`src/rtl/led_scan_sched_if.sv`:
```
// Write-client handshake, frame SRAM port and prefetch output of led_scan_sched.
// master = the scheduler side, slave = the surrounding environment.
interface led_scan_sched_if;
   logic        wr_req;
   logic [8:0]  wr_addr;
   logic [15:0] wr_data;
   logic        wr_gnt;
   logic        mem_cen;
   logic        mem_wen;
   logic [8:0]  mem_addr;
   logic [15:0] mem_wdata;
   logic [15:0] mem_rdata;
   logic        rd_valid;
   logic [3:0]  rd_idx;
   logic [15:0] rd_data;

   modport master (
      input  wr_req, wr_addr, wr_data, mem_rdata,
      output wr_gnt, mem_cen, mem_wen, mem_addr, mem_wdata, rd_valid, rd_idx, rd_data
   );

   modport slave (
      output wr_req, wr_addr, wr_data, mem_rdata,
      input  wr_gnt, mem_cen, mem_wen, mem_addr, mem_wdata, rd_valid, rd_idx, rd_data
   );
endinterface

```
`src/rtl/led_scan_sched.sv`:
```
// Scan-line scheduler and frame SRAM arbiter: PWM/slot/line counters, next-line prefetch, write client.
// Optional tear detection is compiled in when LEDDC_TEAR_DET_EN is defined; otherwise tear is tied 0.
module led_scan_sched (
   input  logic                    GCK,
   input  logic                    rst,
   input  logic                    Vsync,
   input  logic                    mode,
   led_scan_sched_if.master        bus,
   output logic                    line_rdy,
   output logic                    line_start,
   output logic [4:0]              line,
   output logic [10:0]             slot,
   output logic [4:0]              pwm_cnt,
   output logic                    tear
);

   typedef enum logic [1:0] {
      ST_PRIME,
      ST_RUN,
      ST_FETCH
   } state_t;

   state_t      state_reg, state_next;
   logic [3:0]  idx_reg, idx_next;
   logic        rd_req;
   logic [8:0]  rd_addr;
   logic        wr_gnt;

   logic        line_rdy_reg, line_start_reg, line_mode_reg, pf_done_reg;
   logic [4:0]  line_reg, pwm_reg;
   logic [10:0] slot_reg;
   logic [10:0] last_slot;
   logic [4:0]  line_inc;
   logic        advance, pwm_wrap, slot_wrap, pf_start;

   logic        mem_cen_reg, mem_wen_reg;
   logic [8:0]  mem_addr_reg;
   logic [15:0] mem_wdata_reg;
   logic        p1_valid_reg, p2_valid_reg, rd_valid_reg;
   logic [3:0]  p1_idx_reg, p2_idx_reg, rd_idx_reg;
   logic [15:0] rd_data_reg;

   assign last_slot = line_mode_reg ? 11'd1023 : 11'd2047;
   assign advance   = Vsync && line_rdy_reg;
   assign pwm_wrap  = (pwm_reg == 5'd31);
   assign slot_wrap = pwm_wrap && (slot_reg == last_slot);
   assign line_inc  = line_reg + 5'd1;
   // pf_done_reg stops a second fetch while the counters sit on (last, 0) with Vsync low
   assign pf_start  = (state_reg == ST_RUN) && (slot_reg == last_slot) &&
                      (pwm_reg == 5'd0) && !pf_done_reg;

   always_comb begin
      state_next = state_reg;
      idx_next   = idx_reg;
      rd_req     = 1'b0;
      rd_addr    = {line_inc, idx_reg};
      case (state_reg)
         ST_PRIME: begin
            rd_req   = 1'b1;
            rd_addr  = {5'd0, idx_reg};
            idx_next = idx_reg + 4'd1;
            if (idx_reg == 4'd15) begin
               state_next = ST_RUN;
            end
         end
         ST_RUN: begin
            if (pf_start) begin
               rd_req     = 1'b1;
               rd_addr    = {line_inc, 4'd0};
               idx_next   = 4'd1;
               state_next = ST_FETCH;
            end
         end
         ST_FETCH: begin
            rd_req   = 1'b1;
            idx_next = idx_reg + 4'd1;
            if (idx_reg == 4'd15) begin
               state_next = ST_RUN;
            end
         end
         default: begin
            state_next = ST_RUN;
            idx_next   = 4'd0;
         end
      endcase
   end

   // Reads own the port whenever they have something to issue
   assign wr_gnt = bus.wr_req && !rd_req;

   always_ff @(posedge GCK or posedge rst) begin
      if (rst) begin
         state_reg <= ST_PRIME;
         idx_reg   <= 4'd0;
      end else begin
         state_reg <= state_next;
         idx_reg   <= idx_next;
      end
   end

   always_ff @(posedge GCK or posedge rst) begin
      if (rst) begin
         mem_cen_reg   <= 1'b1;
         mem_wen_reg   <= 1'b1;
         mem_addr_reg  <= 9'd0;
         mem_wdata_reg <= 16'd0;
      end else if (rd_req) begin
         mem_cen_reg  <= 1'b0;
         mem_wen_reg  <= 1'b1;
         mem_addr_reg <= rd_addr;
      end else if (wr_gnt) begin
         mem_cen_reg   <= 1'b0;
         mem_wen_reg   <= 1'b0;
         mem_addr_reg  <= bus.wr_addr;
         mem_wdata_reg <= bus.wr_data;
      end else begin
         mem_cen_reg <= 1'b1;
         mem_wen_reg <= 1'b1;
      end
   end

   // Two tracking stages cover the port register and the SRAM access cycle
   always_ff @(posedge GCK or posedge rst) begin
      if (rst) begin
         p1_valid_reg <= 1'b0;
         p1_idx_reg   <= 4'd0;
         p2_valid_reg <= 1'b0;
         p2_idx_reg   <= 4'd0;
         rd_valid_reg <= 1'b0;
         rd_idx_reg   <= 4'd0;
         rd_data_reg  <= 16'd0;
      end else begin
         p1_valid_reg <= rd_req;
         p1_idx_reg   <= rd_addr[3:0];
         p2_valid_reg <= p1_valid_reg;
         p2_idx_reg   <= p1_idx_reg;
         rd_valid_reg <= p2_valid_reg;
         if (p2_valid_reg) begin
            rd_idx_reg  <= p2_idx_reg;
            rd_data_reg <= bus.mem_rdata;
         end
      end
   end

   always_ff @(posedge GCK or posedge rst) begin
      if (rst) begin
         line_rdy_reg   <= 1'b0;
         line_start_reg <= 1'b0;
         line_mode_reg  <= 1'b0;
         line_reg       <= 5'd0;
         slot_reg       <= 11'd0;
         pwm_reg        <= 5'd0;
         pf_done_reg    <= 1'b0;
      end else begin
         line_start_reg <= 1'b0;
         if (rd_valid_reg && (rd_idx_reg == 4'd15)) begin
            line_rdy_reg <= 1'b1;
         end
         // Tracks mode throughout priming; the value at line_rdy rise is the one kept
         if (!line_rdy_reg) begin
            line_mode_reg <= mode;
         end
         if (advance) begin
            pwm_reg <= pwm_reg + 5'd1;
            if (slot_wrap) begin
               slot_reg       <= 11'd0;
               line_reg       <= line_inc;
               line_start_reg <= 1'b1;
               line_mode_reg  <= mode;
            end else if (pwm_wrap) begin
               slot_reg <= slot_reg + 11'd1;
            end
         end
         if (pf_start) begin
            pf_done_reg <= 1'b1;
         end else if (advance && slot_wrap) begin
            pf_done_reg <= 1'b0;
         end
      end
   end

`ifdef LEDDC_TEAR_DET_EN
   logic pf_busy_reg, tear_reg, tear_hit;

   // Prefetch counts as in flight from its first read until its last word is delivered
   assign tear_hit = wr_gnt && ((bus.wr_addr[8:4] == line_reg) ||
                                ((bus.wr_addr[8:4] == line_inc) && pf_busy_reg));

   always_ff @(posedge GCK or posedge rst) begin
      if (rst) begin
         pf_busy_reg <= 1'b0;
         tear_reg    <= 1'b0;
      end else begin
         if (pf_start) begin
            pf_busy_reg <= 1'b1;
         end else if (rd_valid_reg && (rd_idx_reg == 4'd15)) begin
            pf_busy_reg <= 1'b0;
         end
         if (tear_hit) begin
            tear_reg <= 1'b1;
         end else if (advance && slot_wrap && (line_inc == 5'd0)) begin
            tear_reg <= 1'b0;
         end
      end
   end

   assign tear = tear_reg;
`else
   assign tear = 1'b0;
`endif

   assign bus.wr_gnt    = wr_gnt;
   assign bus.mem_cen   = mem_cen_reg;
   assign bus.mem_wen   = mem_wen_reg;
   assign bus.mem_addr  = mem_addr_reg;
   assign bus.mem_wdata = mem_wdata_reg;
   assign bus.rd_valid  = rd_valid_reg;
   assign bus.rd_idx    = rd_idx_reg;
   assign bus.rd_data   = rd_data_reg;
   assign line_rdy      = line_rdy_reg;
   assign line_start    = line_start_reg;
   assign line          = line_reg;
   assign slot          = slot_reg;
   assign pwm_cnt       = pwm_reg;

endmodule

```
`src/flat_wrapper.sv`:
```
// flat-port wrapper written by rule: the top's interface ports become plain ports
module led_scan_sched_flat 
  (GCK, rst, Vsync, mode, line_rdy, line_start, line, slot, pwm_cnt, tear, bus_wr_req, bus_wr_addr, bus_wr_data, bus_mem_rdata, bus_wr_gnt, bus_mem_cen, bus_mem_wen, bus_mem_addr, bus_mem_wdata, bus_rd_valid, bus_rd_idx, bus_rd_data);
  led_scan_sched_if bus_i ();
  input  logic GCK;
  input  logic rst;
  input  logic Vsync;
  input  logic mode;
  output logic line_rdy;
  output logic line_start;
  output logic [4:0] line;
  output logic [10:0] slot;
  output logic [4:0] pwm_cnt;
  output logic tear;
  input wire logic [$bits(bus_i.wr_req)-1:0] bus_wr_req;
  input wire logic [$bits(bus_i.wr_addr)-1:0] bus_wr_addr;
  input wire logic [$bits(bus_i.wr_data)-1:0] bus_wr_data;
  input wire logic [$bits(bus_i.mem_rdata)-1:0] bus_mem_rdata;
  output wire logic [$bits(bus_i.wr_gnt)-1:0] bus_wr_gnt;
  output wire logic [$bits(bus_i.mem_cen)-1:0] bus_mem_cen;
  output wire logic [$bits(bus_i.mem_wen)-1:0] bus_mem_wen;
  output wire logic [$bits(bus_i.mem_addr)-1:0] bus_mem_addr;
  output wire logic [$bits(bus_i.mem_wdata)-1:0] bus_mem_wdata;
  output wire logic [$bits(bus_i.rd_valid)-1:0] bus_rd_valid;
  output wire logic [$bits(bus_i.rd_idx)-1:0] bus_rd_idx;
  output wire logic [$bits(bus_i.rd_data)-1:0] bus_rd_data;
  assign bus_i.wr_req = bus_wr_req;
  assign bus_i.wr_addr = bus_wr_addr;
  assign bus_i.wr_data = bus_wr_data;
  assign bus_i.mem_rdata = bus_mem_rdata;
  assign bus_wr_gnt = bus_i.wr_gnt;
  assign bus_mem_cen = bus_i.mem_cen;
  assign bus_mem_wen = bus_i.mem_wen;
  assign bus_mem_addr = bus_i.mem_addr;
  assign bus_mem_wdata = bus_i.mem_wdata;
  assign bus_rd_valid = bus_i.rd_valid;
  assign bus_rd_idx = bus_i.rd_idx;
  assign bus_rd_data = bus_i.rd_data;
  led_scan_sched u_core (.GCK(GCK), .rst(rst), .Vsync(Vsync), .mode(mode), .bus(bus_i), .line_rdy(line_rdy), .line_start(line_start), .line(line), .slot(slot), .pwm_cnt(pwm_cnt), .tear(tear));
endmodule
```
`config.mk`:
```
export PLATFORM = sky130hd
export DESIGN_NAME = led_scan_sched_flat
export DESIGN_NICKNAME = d
export VERILOG_FILES = /design/src/rtl/led_scan_sched_if.sv /design/src/rtl/led_scan_sched.sv /design/src/flat_wrapper.sv
export SDC_FILE = /design/constraint.sdc
export NUM_CORES = 1
export LEC_CHECK = 0
export ABC_AREA = 1
export CORE_MARGIN = 2
export CORE_UTILIZATION = 46
export CTS_CLUSTER_SIZE = 28
export DETAILED_ROUTE_END_ITERATION = 10
export PLACE_DENSITY = 0.87
export SLEW_MARGIN = 5
export SYNTH_ARGS = -nofsm -noshare
export SYNTH_HDL_FRONTEND = slang
export SYNTH_SLANG_ARGS = --single-unit
export TNS_END_PERCENT = 50
```
`constraint.sdc`:
```
create_clock -name GCK -period 3.5 [get_ports GCK]
set_input_delay 0.525 -clock GCK [delete_from_list [all_inputs] [get_ports GCK]]
set_output_delay 0.525 -clock GCK [all_outputs]
set_load 0.02 [all_outputs]
```
* Word-level counts from Yosys, hierarchy flattened
Index checks and enable logic that the tools add are counted.
** Word-level totals
- Register bits :: 89
- Input port bits :: 46
- Output and inout bits :: 73
- Logic and storage cells :: 77
** Operators by class
- $add $sub $neg :: 4
- Equal/unequal tests :: 8
- Muxes and demuxes :: 24
- Bitwise logic cells :: 1
- Reduce and logical (&&, ||, !) cells :: 20
** Operators by type and width (count)
- 11-bit two-way mux :: 3
- 9-bit two-way mux :: 2
- 9-bit one-hot mux with 2 select lines :: 1
- 11-bit by 1-bit adder with 11-bit output, second input constant :: 1
- 11-bit == test :: 1
- 1-bit two-way mux :: 11
- 5-bit by 1-bit adder with 5-bit output, second input constant :: 2
- 4-bit == test, second input constant :: 2
- 1-bit logical AND :: 8
- 4-bit two-way mux :: 2
- 4-bit one-hot mux with 2 select lines :: 1
- 2-bit AND reduction :: 4
- 2-bit nonzero test :: 3
- 5-bit == test, second input constant :: 1
- 5-bit logical NOT :: 1
- 4-bit by 1-bit adder with 4-bit output, second input constant :: 1
- 2-bit two-way mux :: 2
- 2-bit by 1-bit inequality test with 1-bit output, second input constant :: 2
- 2-bit one-hot mux with 2 select lines :: 1
- 2-bit by 1-bit == test with 1-bit output, second input constant :: 1
- 2-bit == test, second input constant :: 1
- 1-bit logical NOT :: 2
- 2-bit logical NOT :: 1
- 1-bit one-hot mux with 2 select lines :: 1
- other kinds (2) :: 2

* Depth between registers and ports, before layout
Gate-level depths: netlist (run 1).
- Depth in word-level cells :: 11
- Depth in mapped cells :: 12

* Worst setup path after synthesis (run 1)
No wires, ideal clock.
- Path kind :: flip-flop to output port
- From :: register u_core.slot_reg[1] (netlist: u_core.slot[1])
- To :: output port bus_wr_gnt
- Arrival :: 1.530 ns
- Required time :: 2.975 ns
- Slack :: 1.445 ns
- Stages on the path, launching flop included :: 8
- Buffers on the path :: 1
- Cells stage by stage :: dfrtp_1 -> ha_1 -> nand3_1 -> nor2_1 -> nand3_2 -> nand2_4 -> nor2_8 -> buf_2
** Between the ends
- Longest elaborated chain between the ends :: 8
** RTL lines
- from (decl) :: RTL line led_scan_sched.sv:31 : logic [10:0] slot_reg;
- from (signal assigned) :: RTL line led_scan_sched.sv:171 : slot_reg <= slot_reg + 11'd1;
- 11-bit == test :: RTL line led_scan_sched.sv:49 : assign pf_start = (state_reg == ST_RUN) && (slot_reg == last_slot) &&
- 1-bit logical AND (2 in a row) :: RTL line led_scan_sched.sv:49
- 1-bit logical AND :: RTL line led_scan_sched.sv:50 : (pwm_reg == 5'd0) && !pf_done_reg;
- 1-bit two-way mux :: RTL line led_scan_sched.sv:67 : if (pf_start) begin
- 1-bit one-hot mux with 2 select lines :: RTL line led_scan_sched.sv:57 : case (state_reg)
- via u_core.rd_req :: RTL line led_scan_sched.sv:25 : logic rd_req;
- 1-bit logical NOT :: RTL line led_scan_sched.sv:89 : assign wr_gnt = bus.wr_req && !rd_req;
- 1-bit logical AND :: RTL line led_scan_sched.sv:89
- to (decl) :: RTL line flat_wrapper.sv:19 : output wire logic [$bits(bus_i.wr_gnt)-1:0] bus_wr_gnt;
The timed path passes the listed nets, and every way through them passes these cells.

* Final worst setup path (run 1)
- From :: register u_core.state_reg[0]
- To :: output port bus_wr_gnt
** Between the ends
- Longest elaborated chain between the ends :: 8
- Elaborated cells between the ends (all ways) :: 11
- Classes of those cells :: eq/ne (2); mux (2); reduce/logical (7)
** RTL lines
- from (decl) :: RTL line led_scan_sched.sv:23 : state_t state_reg, state_next;
- from (signal assigned) :: RTL line led_scan_sched.sv:96 : state_reg <= state_next;
- 2-bit by 1-bit == test with 1-bit output :: RTL line led_scan_sched.sv:49, led_scan_sched.sv:57
- 1-bit logical AND (2 in a row) :: RTL line led_scan_sched.sv:49
- 1-bit logical AND :: RTL line led_scan_sched.sv:50
- 1-bit two-way mux :: RTL line led_scan_sched.sv:67
- 1-bit one-hot mux with 2 select lines (*) :: RTL line led_scan_sched.sv:57
- via u_core.rd_req :: RTL line led_scan_sched.sv:25
- 1-bit logical NOT (*) :: RTL line led_scan_sched.sv:89
- 1-bit logical AND (*) :: RTL line led_scan_sched.sv:89
Mark *: on every way through the listed nets, which the timed path passes. The rest lies on a longest branch.

==> results of run 1 <==
per-layer routing:
metal  GRT usage, %  part of all wire [%]  routed length, µm
met5              0                     0                  0
met4           8.33                   3.0                247
met3           4.83                   5.3                432
met2           32.3                    51               4140
met1           23.8                    41               3350
through the flow:
step / instance area (µm²) / util [%]
floorplan: 3670 / -
global placement: 4940 / 64.0
detailed placement: 4940 / 64.0
CTS: 5130 / 66.4
global route: 5130 / 66.4
finish: 5130 / 66.4
where the power goes:
group,switching (mW),leakage [nW],internal (mW)
Combinational,0.247,1.25,0.235
Sequential,0.0588,1.09,1.11
Clock,0.390,0.0945,0.274
cell families after synthesis:
kind of cell	count (synthesis)	synth area share, %
AO/OA/AOI/OAI	17	2.52
XOR/XNOR	12	2.86
flip-flops	89	60.8
other	1	0.102
buffers and inverters	40	4.57
adder cells (fa/ha/maj)	6	2.05
multiplexers	19	5.83
AND/OR/NAND/NOR	179	21.3
path summary, 6_finish.rpt:
path                                       from                      to  slack, ps  depth (start not counted)
max                         u_core.state_reg[0]              bus_wr_gnt        340                          8
min reg2reg                u_core.p1_idx_reg[0]    u_core.p2_idx_reg[0]        360                          0
min                        u_core.p1_idx_reg[0]    u_core.p2_idx_reg[0]        360                          0
max in group asynchronous                   rst          u_core.line[1]       2180                          3
min in group asynchronous                   rst  u_core.bus.mem_addr[6]        520                          2
max reg2reg                   u_core.pwm_cnt[0]          u_core.slot[9]       1400                         12
critical path: stages (launching register included):
cell and delay [ps]:
dfrtp_1 540, inv_2 230, nor2_4 60, nand2_1 70, nor2_2 40, nand3_2 220
nand2_4 160, nor2_8 280, clkdlybuf4s50_1 670
cell usage after synthesis:
cell type,number
nand2_1,120
dfrtp_1,87
inv_1,27
nand3_1,20
mux2_2,19
nor2_1,19
xor2_1,10
nand4_1,9
o21ai_0,9
ha_1,6
inv_2,5
a21oi_1,4
clkbuf_1,4
nand3b_1,3
dfstp_2,2
xnor2_1,2
a22oi_1,1
a31oi_1,1
buf_2,1
buf_4,1
buf_6,1
clkinv_4,1
conb_1,1
nand2_4,1
nand3_2,1
nor2_2,1
nor2_4,1
nor2_8,1
nor3_1,1
nor3_2,1
o21a_1,1
o22ai_1,1
or2_2,1
cell type report:
cell class	count	area (µm²)	share of cell area, %
Clock inverter	7	61.3	1.20
Clock buffer	9	124	2.41
Multi-Input combinational cell	234	1270	24.8
Timing Repair Buffer	119	1190	23.1
Tap cell	102	128	2.49
Sequential cell	89	2230	43.5
Inverter	33	130	2.54
==> impl_metrics.toml, run 1 <==
[timing]
rsz0062_at_grt = "no"
fin_crit_ps = 3160
setup_viol = 0
max_slew.worst_pin.slew_ps = 830
fmax_mhz = 317
slew_headroom_pct = 44.6
finalSetupTns_ps = 0
finClkSkew_ps = 10.1
slew_violations = 0
hold_slack_ps = 356
fin_crit_sh_pct = 90.2
layout_setup_ws_ps = 344
hold_viol_final = 0

[clocking]
cts_setup_buffers = 0
htree_levels = 3
numClockSinks = 89
cts_resized = 0
clk_pin_slew_ps = 90
root_buffer = "clkbuf_8"
clk_latency_ps = 360
numCtsBuffers = 9
cts_tree = "yes"
hold_buffers = 0
cts_buffer_depth = 2

[route]
drtIter0Drc = 192
viasPerCell = 4.93
firstDrtPassIters = 4
vias = 2926
route.detailed.drc = 0
wl_per_cell_um = 13.8
routed_wl_um = 8170
antenna_left = 0

[synth]
yosysTopAreaCell = "dfrtp_1"
syn-num-nets = 415
synth_cells = 363
synth_seq_area_share_pct = 60.8
yosys-top-cells-area = "dfrtp_1 59%, nand2_1 12%, mux2_2 5.8%, inv_1 2.8%, nand3_1 2.7%"
syn_area_per_cell_um2 = 10.1
yosys_warnings = 0
ys_types = 33
synth_seq_cells = 89
synth_top_area_share_pct = 59.3
synthesis.area_um2 = 3670

[placed_design]
dpl.cell_count = 577
hpwl_um = 6180
gp_congestion = 0.813
portBuffers = 117
pre_cts_slack_ps = 734

[layout]
fillers = 556
drive_gt1_share_pct = 10.8
nNetsFinal = 538
instances_no_fill = 593
final_common_cell = "nand2_1"
synthToLayoutAreaGrowth_pct = 39.8
layout_common_cells = "120 x nand2_1, 117 x clkdlybuf4s50_1, 87 x dfrtp_1"
num_antenna_cells = 0

[pwr]
p_per_area_nw_per_um2 = 450
vdd_drop_max_mv = 0.201
power_mw = 2.31
p_leak_nw = 2.44

[grt]
grt_use_total_pct = 19.3
antenna_found_initial = 0
grt_max_degree = 39
grt_pass1_wl_um = 13000
overflow = 0
grt_pass1_vias = 2855

[worst_setup_path]
crit_path_start_kind = "flip-flop"
cp-end-kind = "primary output"
cp_max_fo = 19
critPathKind = "flip-flop to primary output"
crit_arrival_ps = 2630
required_ps = 2970

[run_status]
status = "finished clean"

[floorplan]
die_y_um = 93.3
die_x_um = 93.3
rows = 32
start_util_pct = 47.5
ios = 119
placeableCoreArea_um2 = 7730
die_area_um2 = 8710

[hold_path]
holdCritPathClass = "flip-flop to flip-flop"

[flow_run]
cap_violations = 0
(Power assumes the default switching activity.)
==> inputs of run 2 (changes only) <==
--- a/config.mk
+++ b/config.mk
@@ -6,8 +6,11 @@
 export NUM_CORES = 1
 export LEC_CHECK = 0
 export ABC_AREA = 1
+export ABC_CLOCK_PERIOD_IN_PS = 3500
+export CELL_PAD_IN_SITES_DETAIL_PLACEMENT = 1
+export CELL_PAD_IN_SITES_GLOBAL_PLACEMENT = 2
 export CORE_MARGIN = 2
-export CORE_UTILIZATION = 46
+export CORE_UTILIZATION = 28
 export CTS_CLUSTER_SIZE = 28
 export DETAILED_ROUTE_END_ITERATION = 10
 export PLACE_DENSITY = 0.87
==> impl_metrics.toml, run 2 (synthesized netlist as in run 1, its figures left out) <==
[run_status]
status = "finished clean"

[placed_design]
gp_congestion = 0.773
portBuffers = 117
pre_cts_slack_ps = 636
hpwl_um = 7260

[clocking]
numCtsBuffers = 9
clk_pin_slew_ps = 70
numClockSinks = 89
cts_tree = "yes"
root_buffer = "clkbuf_16"
cts_resized = 0
clk_latency_ps = 340
htree_levels = 3
cts_setup_buffers = 0
cts_buffer_depth = 2
hold_buffers = 0

[layout]
layout_common_cells = "120 x nand2_1, 117 x clkdlybuf4s50_1, 87 x dfrtp_1"
synthToLayoutAreaGrowth_pct = 44.9
fillers = 1463
drive_gt1_share_pct = 10.4
nNetsFinal = 537
final_common_cell = "nand2_1"
fin_util_pct = 41.8
num_antenna_cells = 0

[flow_run]
cap_violations = 0

[floorplan]
rows = 41
ios = 119
die_x_um = 118
start_util_pct = 28.8
placeableCoreArea_um2 = 12700
die_y_um = 118
die_area_um2 = 14000

[grt]
overflow = 0
grt_max_degree = 90
grt_use_total_pct = 14.6
grt_pass1_vias = 3106
grt_pass1_wl_um = 16300
antenna_found_initial = 0

[hold_path]
holdCritPathClass = "flip-flop to flip-flop"
min_path_cells = 0

[route]
wl_per_cell_um = 14.6
routed_wl_um = 9650
vias = 2911
drtIter0Drc = 182
route.detailed.drc = 0
antenna_left = 0
viasPerCell = 4.40
firstDrtPassIters = 4

[worst_setup_path]
required_ps = 2970
worstRegToRegCells = 10
critPathKind = "flip-flop to primary output"
cp_max_fo = 19
crit_path_start_kind = "flip-flop"
crit_arrival_ps = 2670
r2r_setup_slack_ps = 1350
cp-end-kind = "primary output"

[timing]
layout_setup_ws_ps = 305
hold_viol_final = 0
max_slew.worst_pin.slew_ps = 819
fin_crit_sh_pct = 91.3
slew_violations = 0
slew_headroom_pct = 45.4
fmax_mhz = 313
rsz0062_at_grt = "no"
finClkSkew_ps = 7.31
setup_viol = 0
hold_slack_ps = 347
fin_crit_ps = 3200
finalSetupTns_ps = 0

[pwr]
swShare_pct = 28.8
p_clk_share_pct = 35.8
pwr-share-seq_pct = 45.3
vdd_drop_max_mv = 0.205
p_comb_share_pct = 19.0
p_per_area_nw_per_um2 = 485
netSwitchingPower_uw = 741
p_leak_nw = 2.48
p_int_mw = 1.83
## run 2: routing by layer
layer / global-route usage, % / up-vias / share of wire, % / wire, µm
li1: - / 1397 / - / -
met1: 17.9 / 1433 / 43 / 4180
met2: 24.8 / 64 / 51 / 4910
met3: 3.14 / 17 / 3.7 / 359
met4: 6.18 / 0 / 2.2 / 209
met5: 0 / - / 0 / 0
## run 2: power groups by stage
stage	registers, mW	clock network [mW]	logic (mW)
final	1.17	0.921	0.488
after detailed placement	1.19	0	0.495
after CTS	1.17	0.945	0.499
after global placement	1.18	0	0.491
after floorplan	1.27	0	0.144
after global routing	1.18	0.997	0.535
## run 2: metrics by stage
stage | area, µm² | std cells | power, mW
finish | 5320 | 662 | 2.58
global route | 5320 | 662 | 2.71
CTS | 5320 | 662 | 2.61
detailed placement | 5040 | 646 | 1.68
global placement | 5040 | 646 | 1.67
floorplan | 3670 | 363 | 1.42
## run 2: worst max-delay path: stages, from the launching register on
cell and delay, ps:
dfrtp_1 560, inv_2 240, nor2_4 50, nand2_1 80, nor2_2 40, nand3_2 230
nand2_4 160, nor2_8 290, clkdlybuf4s50_1 670
## run 2: final timing paths
path                                      start                 endpoint
max reg2reg                 u_core.state_reg[0]  u_core.bus.mem_wdata[1]
max in group asynchronous                   rst        u_core.idx_reg[3]
min reg2reg                u_core.p1_idx_reg[1]     u_core.p2_idx_reg[1]
min                        u_core.p1_idx_reg[1]     u_core.p2_idx_reg[1]
max                         u_core.state_reg[0]               bus_wr_gnt
min in group asynchronous                   rst   u_core.bus.rd_data[12]
## run 2: area by class of cell
class                           instances  area, µm²  area share, %
Sequential cell                        89       2230           41.9
Clock buffer                           10        229           4.31
Clock inverter                          6       48.8          0.918
Multi-Input combinational cell        234       1270           23.9
Inverter                               33        130           2.45
Tap cell                              172        215           4.05
Timing Repair Buffer                  118       1190           22.4
==> inputs of run 3 (changes only) <==
--- a/config.mk
+++ b/config.mk
@@ -5,12 +5,11 @@
 export SDC_FILE = /design/constraint.sdc
 export NUM_CORES = 1
 export LEC_CHECK = 0
-export ABC_AREA = 1
 export ABC_CLOCK_PERIOD_IN_PS = 3500
 export CELL_PAD_IN_SITES_DETAIL_PLACEMENT = 1
 export CELL_PAD_IN_SITES_GLOBAL_PLACEMENT = 2
 export CORE_MARGIN = 2
-export CORE_UTILIZATION = 28
+export CORE_UTILIZATION = 30
 export CTS_CLUSTER_SIZE = 28
 export DETAILED_ROUTE_END_ITERATION = 10
 export PLACE_DENSITY = 0.87
==> impl_metrics.toml, run 3 <==
[run_status]
status = "finished clean"

[layout]
fin_util_pct = 44.9
layout_common_cells = "117 x clkdlybuf4s50_1, 87 x dfrtp_1, 31 x mux2_2"
synthToLayoutAreaGrowth_pct = 45.7
final_design_area_no_fill_um2 = 5420
register_area_um2 = 2230
multi_input_area_um2 = 1420
final_common_cell = "clkdlybuf4s50_1"
nNetsFinal = 455
drive_gt1_share_pct = 16.0
num_antenna_cells = 0
fillers = 1257
instances_no_fill = 575

[synth]
yosys_warnings = 0
synth_seq_cells = 89
syn-num-nets = 331
synth_seq_area_share_pct = 59.9
async_reset_ff_share_pct = 100
syn_area_per_cell_um2 = 13.3
synth_common_cells = "87 x dfrtp_1, 31 x mux2_2, 19 x nand2_1"
synth_cells = 279
synth_edf_count = 0
synth_most_common_cell = "dfrtp_1"
synthesis.area_um2 = 3720
synth_flop_cell = "dfrtp_1"
synth_top_area_share_pct = 58.5
yosys-top-cells-area = "dfrtp_1 59%, mux2_2 9.4%, mux2i_1 3.5%, mux2_4 3.2%, xnor2_1 2.6%"
ys_types = 41
yosysTopAreaCell = "dfrtp_1"

[floorplan]
placeableCoreArea_um2 = 12100
die_y_um = 115
die_x_um = 115
die_area_um2 = 13300
start_util_pct = 30.9
ios = 119
rows = 40

[pwr]
p_per_area_nw_per_um2 = 495
p_leak_nw = 2.30
power_mw = 2.68
vdd_drop_max_mv = 0.282

[hold_path]
min_path_cells = 0
hold_start = "u_core.p1_idx_reg[3]"
holdCritPathClass = "flip-flop to flip-flop"

[worst_setup_path]
crit_path_start_kind = "flip-flop"
critPathKind = "flip-flop to primary output"
cp-end-kind = "primary output"
crit_arrival_ps = 2270
required_ps = 2970
cp_max_fo = 6
cp-startpoint = "u_core.slot[0]"
rr_startpoint = "u_core.pwm_cnt[0]"
worstRegToRegCells = 7

[clocking]
numCtsBuffers = 9
cts_buffer_depth = 2
clk_latency_ps = 340
root_buffer = "clkbuf_16"
clk_pin_slew_ps = 70
cts_resized = 0
hold_buffers = 0
numClockSinks = 89
cts_setup_buffers = 0
htree_levels = 3
cts_tree = "yes"

[grt]
grtUsageMet1_pct = 18.1
overflow = 0
grt_use_total_pct = 14.3
use_met3_pct = 3.90
met2_usage_pct = 24.0
grt_pass1_wl_um = 14700
grt_pass1_vias = 2864
antenna_found_initial = 0
grt_max_degree = 60
grt-busiest-layer = "met2"

[timing]
setup_viol = 0
hold_slack_ps = 353
finalSetupTns_ps = 0
layout_setup_ws_ps = 701
fin_crit_sh_pct = 80.0
slew_headroom_pct = 44.1
rsz0062_at_grt = "no"
max_slew.worst_pin.slew_ps = 839
fmax_mhz = 357
fin_crit_ps = 2800
finClkSkew_ps = 6.94
hold_viol_final = 0
slew_violations = 0

[placed_design]
pre_cts_slack_ps = 988
hpwl_um = 6650
dpl.cell_count = 560
place_area_um2 = 5100
gp_congestion = 0.760
portBuffers = 117

[flow_run]
cap_violations = 0

[route]
vias = 2594
route.detailed.drc = 0
drtIter0Drc = 96
antenna_left = 0
wl_per_cell_um = 15.8
routed_wl_um = 9090
firstDrtPassIters = 4
viasPerCell = 4.51
[run 3: kinds of logic after synthesis]
logic type	count (synthesis)	share of synthesized area, %
buffers and inverters	15	1.85
xor gates and xnor gates	20	4.71
AOI/OAI and AO/OA	25	4.98
muxes	55	17.0
adders and majority gates	6	2.02
other	1	0.101
DFF	89	59.9
and+or+nand+nor	68	9.41
[run 3: cell type report]
cell class	count	share of cell area (%)
Clock inverter	4	1.43
Inverter	8	0.577
Sequential cell	89	41.1
Clock buffer	11	4.48
Multi-Input combinational cell	175	26.2
Timing Repair Buffer	120	22.3
Tap cell	168	3.88
[run 3: per-layer routing]
metal  vias up  share of wire [%]
met2        69                 50
met3         9                5.4
met4         0                1.1
met1      1293                 44
li1       1223                  -
met5         -                  0
[run 3: critical path: stages (launching register included)]
cell,delay (ps)
dfrtp_1,430
ha_1,230
nand3_1,130
nor4b_2,480
a21oi_4,120
clkdlybuf4s50_1,550
[run 3: worst paths after layout]
check,to,slack [ps]
setup / recovery,bus_wr_gnt,700
hold / removal,u_core.p2_idx_reg[3],350
setup reg to reg,u_core.line[1],1110
hold reg to reg,u_core.p2_idx_reg[3],350
max in group asynchronous,u_core.bus.mem_cen,2220
min in group asynchronous,u_core.bus.rd_data[6],550
[run 3: power breakdown]
group | internal (mW) | total, mW | switching (mW)
sequential | 1.11 | 1.17 | 0.0679
clock | 0.644 | 1.04 | 0.393
combinational | 0.254 | 0.472 | 0.218
